--- src/rtl/trig_source_scan_ctrl.sv ---
// -----------------------------------------------------------------------------
// trig_source_scan_ctrl
//
// Purpose:
//   Scan sequencer for the trigger-coincidence mux. On Start it walks the mux
//   select (TrigCoincid) through every source enabled in ChannelMask, lowest
//   index first. For each source it lets the mux settle, counts rising edges
//   of the muxed trigger over a programmable window, and hands a
//   {source, count} record to the consumer over a valid/ready handshake.
//
// Ports:
//   Clk           in   1         system clock, rising edge
//   reset_n       in   1         synchronous reset, active low
//   Start         in   1         scan request, only looked at while idle
//   ChannelMask   in   4         sources to scan, captured on accepted Start
//   WindowLength  in   WINDOW_W  count window in cycles (0 behaves as 1)
//   TrigIn        in   1         muxed trigger, asynchronous to Clk
//   TrigCoincid   out  2         mux select
//   CountData     out  COUNT_W   saturating rising-edge count of the window
//   CountSource   out  2         source the count belongs to
//   CountValid    out  1         record valid, held until CountReady
//   CountReady    in   1         consumer accepts the record
//   Busy          out  1         scan in progress
//   Done          out  1         one-cycle pulse at scan completion
// -----------------------------------------------------------------------------
module trig_source_scan_ctrl #(
  parameter int WINDOW_W      = 16,
  parameter int COUNT_W       = 16,
  parameter int SETTLE_CYCLES = 4
) (
  input  logic                Clk,
  input  logic                reset_n,
  input  logic                Start,
  input  logic [3:0]          ChannelMask,
  input  logic [WINDOW_W-1:0] WindowLength,
  input  logic                TrigIn,
  output logic [1:0]          TrigCoincid,
  output logic [COUNT_W-1:0]  CountData,
  output logic [1:0]          CountSource,
  output logic                CountValid,
  input  logic                CountReady,
  output logic                Busy,
  output logic                Done
);

  localparam int SETTLE_W = (SETTLE_CYCLES > 1) ? $clog2(SETTLE_CYCLES) : 1;

  typedef enum logic [2:0] {
    ST_IDLE,
    ST_SELECT,
    ST_SETTLE,
    ST_COUNT,
    ST_OUTPUT,
    ST_DONE
  } state_t;

  state_t state, state_next;

  logic [3:0]          mask_q;
  logic [3:0]          mask_clr;
  logic [WINDOW_W-1:0] window_q;
  logic [WINDOW_W-1:0] win_cnt;
  logic [WINDOW_W-1:0] win_last_idx;
  logic [SETTLE_W-1:0] settle_cnt;
  logic [COUNT_W-1:0]  edge_cnt;
  logic [COUNT_W-1:0]  count_next;
  logic [1:0]          next_idx;
  logic                settle_done;
  logic                window_last;
  logic                trig_s1, trig_s2, trig_prev;
  logic                trig_rise;

  // Two-flop synchroniser plus a history flop. The history flop runs in every
  // state so a level that is already high when counting begins never looks
  // like a fresh edge.
  always_ff @(posedge Clk) begin
    if (!reset_n) begin
      trig_s1   <= 1'b0;
      trig_s2   <= 1'b0;
      trig_prev <= 1'b0;
    end else begin
      trig_s1   <= TrigIn;
      trig_s2   <= trig_s1;
      trig_prev <= trig_s2;
    end
  end

  assign trig_rise = trig_s2 & ~trig_prev;

  // Lowest remaining source. Serviced bits are cleared from mask_q, so the
  // lowest set bit is always the next source in ascending order.
  always_comb begin
    next_idx = 2'd0;
    for (int i = 3; i >= 0; i--) begin
      if (mask_q[i]) next_idx = 2'(i);
    end
  end

  // Mask as it will look once the current source's record is accepted.
  always_comb begin
    mask_clr              = mask_q;
    mask_clr[TrigCoincid] = 1'b0;
  end

  // A zero window is treated as one cycle so a scan always makes progress.
  assign win_last_idx = (window_q == '0) ? '0 : window_q - 1'b1;
  assign window_last  = (win_cnt == win_last_idx);
  assign settle_done  = (settle_cnt == SETTLE_W'(SETTLE_CYCLES - 1));

  // Saturating increment; the result feeds CountData directly so an edge in
  // the final window cycle is included in the record.
  assign count_next = (trig_rise && !(&edge_cnt)) ? edge_cnt + 1'b1 : edge_cnt;

  always_ff @(posedge Clk) begin
    if (!reset_n) begin
      state <= ST_IDLE;
    end else begin
      state <= state_next;
    end
  end

  // Next-state logic. Start is only honoured in idle, so a request that
  // lands while busy (including the Done cycle) is simply dropped.
  always_comb begin
    state_next = state;
    Done       = 1'b0;
    case (state)
      ST_IDLE: begin
        if (Start) begin
          state_next = (ChannelMask == 4'd0) ? ST_DONE : ST_SELECT;
        end
      end
      ST_SELECT: begin
        state_next = ST_SETTLE;
      end
      ST_SETTLE: begin
        if (settle_done) state_next = ST_COUNT;
      end
      ST_COUNT: begin
        if (window_last) state_next = ST_OUTPUT;
      end
      ST_OUTPUT: begin
        if (CountReady) begin
          state_next = (mask_clr != 4'd0) ? ST_SELECT : ST_DONE;
        end
      end
      ST_DONE: begin
        Done       = 1'b1;
        state_next = ST_IDLE;
      end
      default: begin
        state_next = ST_IDLE;
      end
    endcase
  end

  // Datapath. Mask and window are snapshotted at Start so the scan in flight
  // is immune to later changes on the inputs. The select only moves in
  // SELECT and otherwise holds, including after the scan finishes.
  always_ff @(posedge Clk) begin
    if (!reset_n) begin
      mask_q      <= 4'd0;
      window_q    <= '0;
      win_cnt     <= '0;
      settle_cnt  <= '0;
      edge_cnt    <= '0;
      TrigCoincid <= 2'd0;
      CountData   <= '0;
      CountSource <= 2'd0;
      CountValid  <= 1'b0;
      Busy        <= 1'b0;
    end else begin
      case (state)
        ST_IDLE: begin
          if (Start) begin
            mask_q   <= ChannelMask;
            window_q <= WindowLength;
            Busy     <= 1'b1;
          end
        end
        ST_SELECT: begin
          TrigCoincid <= next_idx;
          settle_cnt  <= '0;
        end
        ST_SETTLE: begin
          settle_cnt <= settle_cnt + 1'b1;
          edge_cnt   <= '0;
          win_cnt    <= '0;
        end
        ST_COUNT: begin
          edge_cnt <= count_next;
          win_cnt  <= win_cnt + 1'b1;
          if (window_last) begin
            CountData   <= count_next;
            CountSource <= TrigCoincid;
            CountValid  <= 1'b1;
          end
        end
        ST_OUTPUT: begin
          if (CountReady) begin
            CountValid <= 1'b0;
            mask_q     <= mask_clr;
          end
        end
        ST_DONE: begin
          Busy <= 1'b0;
        end
        default: begin
        end
      endcase
    end
  end

endmodule
--- config.mk ---
export PLATFORM = sky130hd
export DESIGN_NAME = trig_source_scan_ctrl
export DESIGN_NICKNAME = d
export VERILOG_FILES = /design/src/rtl/trig_source_scan_ctrl.sv
export SDC_FILE = /design/constraint.sdc
export NUM_CORES = 1
export LEC_CHECK = 0
export CAP_MARGIN = 40
export CORE_UTILIZATION = 30
export DETAILED_ROUTE_END_ITERATION = 12
export GPL_ROUTABILITY_DRIVEN = 0
export SLEW_MARGIN = 10
export SYNTH_ARGS = -nofsm -noshare
export SYNTH_HDL_FRONTEND = slang
export SYNTH_SLANG_ARGS = --single-unit
--- constraint.sdc ---
create_clock -name Clk -period 2.9 [get_ports Clk]
set_clock_uncertainty 0.15 [all_clocks]
set_input_delay 0.87 -clock Clk [delete_from_list [all_inputs] [get_ports Clk]]
set_output_delay 0.87 -clock Clk [all_outputs]
set_load 0.03 [all_outputs]
==> impl_metrics.yaml <==
run_status:
  status: "complete, but fails checks"
  violations: "negative setup slack"
grt:
  antenna_found_initial: 0
  grt_util_all_layers: 0.162
  gr-total-overflow: 0
  grt_first_pass_wirelength_um: 21200
  grt_pass1_vias: 4528
  grtUsageMet2: 0.275
  use_met3: 0.0322
  grt.busiest_layer: "met2"
  use_met1: 0.201
  grt_max_degree: 68
clock_tree:
  cts_tree: "built"
  clk_pin_slew_worst_paths_ps: 70
  htree_levels: 3
  cts_root_buf: "clkbuf_16"
  clk_latency_ps: 340
  cts-buffers-inserted: 9
  ctsLongestPathBuffers: 2
  clkSinkCount: 82
synth:
  synth_fp_nets: 645
  synth_top_family_by_area: "simple AND/OR/NAND/NOR gates"
  synth-seq-area-share: 0.348
  synth_seq_cells: 82
  synth_fa_ha_area_frac: 0.0106
  ys.flop_type: "dfxtp_1"
  synth_warnings: 0
  async_reset_ff_frac: 0
  synth_most_common_cell: "nand2_1"
  synth_top_area_frac: 0.348
  yosys.area.top_type: "dfxtp_1"
  synthCells: 616
  synthTopCellsByArea: "dfxtp_1, nand2_1, mux2i_1"
  yosys.cell_types.count: 55
  syn-mean-instance-area_um2: 7.66
  synth.area.mux_share: 0.0515
  yosys.area_share.simple: 0.294
  synth_common_cells: "nand2_1, dfxtp_1, a21oi_1, nor2_1, clkbuf_1"
  synth_edf_count: 0
  netlist_area_mm2: 0.00472
  synthXorXnorAreaFrac: 0.0576
  synth_compound_area_frac: 0.185
die:
  die_area_mm2: 0.0162
  die_h_um: 127
  core_area_mm2: 0.0153
  start_util: 0.309
  ios: 48
  row_count: 45
  die_x_um: 127
sta:
  hold_viol_final: 0
  max_slew.worst_pin.slew_ps: 686
  clock.fmax_mhz: 328
  slew-limit-headroom: 0.538
  setup_violations: 20
  period_share: 1.05
  slew_violations: 0
  rsz0062_at_grt: "yes"
  layout_min_cycle_time_ps: 3050
  fin_ws_ps: -152
worst_setup_path:
  critical_path_depth: 14
  startpoint_type: "flop"
  critPathRequiredTime_ps: 3010
  crit_fanout: 5
  end_kind: "flop"
  cp_common_cell: "buf_6"
  cp_top_family: "simple AND/OR/NAND/NOR gates"
  max_stage_delay_ps: 460
  crit_arrival_ps: 3170
  worst_path_max_delay_cell: "or4b_4"
  cp.buffers_inverters: 5
  r2r_cells: 14
  crit_path_cell_trace: "inv_2 -> ha_4 -> or4b_4 -> buf_6 -> buf_6 -> nor4_4 -> mux2i_1 -> xnor2_1 -> nor2_1 -> nand4_1 -> nor3_4 -> buf_6 -> buf_8 -> mux2i_1"
  path_class: "reg -> reg"
finish:
  fin_cells: 907
  antennaDiodeCount: 0
  syn_to_final_growth_pct: 30.8
  nets: 720
  drive_gt1_frac: 0.148
pwr:
  p_per_area_mw_per_mm2: 562
  p_leak_nw: 2.16
  ir_worst_vdd_uv: 346
drt:
  vias_per_cell: 5.02
  dr.pass1.iters: 4
  drc: 0
  wl_um: 12800
  wl_per_cell_um: 14.1
  num_vias: 4553
  drt_iter0_drc: 284
  drtAntennaViolNets: 0
run:
  drv_cap: 0
min_path:
  hold_class: "reg -> reg"
  holdPathStages: 1
place:
  post-place-cells: 879
  hpwlAfterDp_um: 8950
  place_ws_ps: -138
  io_buffer_count: 47
[worst reg2reg max path, cell delays in order (launching register included)]
cell and delay, ps:
dfxtp_2 340, inv_2 80, ha_4 140, or4b_4 460
buf_6 140, buf_6 120, nor4_4 210, mux2i_1 240
xnor2_1 80, nor2_1 120, nand4_1 190, nor3_4 220
buf_6 160, buf_8 140, mux2i_1 200
[where the power goes]
| part | total (mW) | switching, mW | internal, mW |
|---|---|---|---|
| registers | 1.21 | 0.0404 | 1.17 |
| logic | 1.01 | 0.540 | 0.466 |
| clock network | 1.25 | 0.490 | 0.760 |
[metrics by stage]
step	setup TNS, ps	utilization	power [mW]	hold WS, ps	instance area [um2]
floorplan	0	-	1.80	262	4750
CTS	-703	0.400	3.42	286	6100
global placement	-1310	0.370	2.09	267	5650
global route	-4580	0.404	3.64	301	6170
detailed placement	-1970	0.370	2.11	270	5650
finish	-2520	0.404	3.47	284	6170
[layer usage]
layer	up-vias	part of all wire
met2	61	0.49
met3	14	0.027
met4	0	0.017
met1	2174	0.46
li1	2304	-
met5	-	0
[timing repair]
item / CTS / global route
gates cloned: 1 / 2
buffers inserted: 8 / 4
endpoints found under the setup margin: 21 / 22
gates resized for setup: 10 / 17
pin swaps: 10 / 6
hold buffers: 0 / 0
[kinds of logic after synthesis]
logic type | count (synthesis)
buffers and inverters | 57
and+or+nand+nor | 281
xor gates and xnor gates | 31
DFF | 82
muxes | 24
AOI/OAI and AO/OA | 137
adders and majority gates | 4
[cell type report]
cell class | count | area (um2)
clock buffer | 9 | 225
multi-input combinational | 477 | 2940
fill | 1545 | 9090
clock inverter | 7 | 98.8
timing repair buffer | 106 | 942
inverter | 15 | 56.3
sequential | 82 | 1650
tap | 211 | 264
[layout by cell type, fill, tap and decap left out, types with 4 or more instances in the layout]
cell type and instances:
a22oi_1 8, o21ai_0 25, nand2_1 114, and2_1 5, inv_1 12, buf_4 52
mux2i_1 22, and3_1 6, nor4_1 9, nor2_1 35, o21a_1 9, nand4_1 12
dfxtp_1 79, buf_6 5, nor3_1 26, a21boi_0 25, xor2_1 9, nand3_1 12
clkbuf_16 9, nor2b_1 28, or2_2 4, a21oi_1 38, xnor2_1 22, a31oi_1 10
clkdlybuf4s50_1 46, or3_1 8, nor4_4 4, o211ai_1 4, a211oi_1 4
[flip-flops by register name, indices dropped and copies added (netlist names)]
signal       flops
trig_prev        1
CountValid       1
mask_q           4
CountSource      2
settle_cnt       2
trig_s2          1
win_cnt         16
trig_s1          1
window_q        16
state            3
edge_cnt        16
TrigCoincid      2
Busy             1
CountData       16
[final timing paths]
check                    from       endpoint  slack (ps)
setup / recovery  window_q[0]  CountData[11]        -150
hold / removal        trig_s1        trig_s2         280
setup reg to reg  window_q[0]  CountData[11]        -150
hold reg to reg       trig_s1        trig_s2         280
Power figures use the tool's default switching activity.
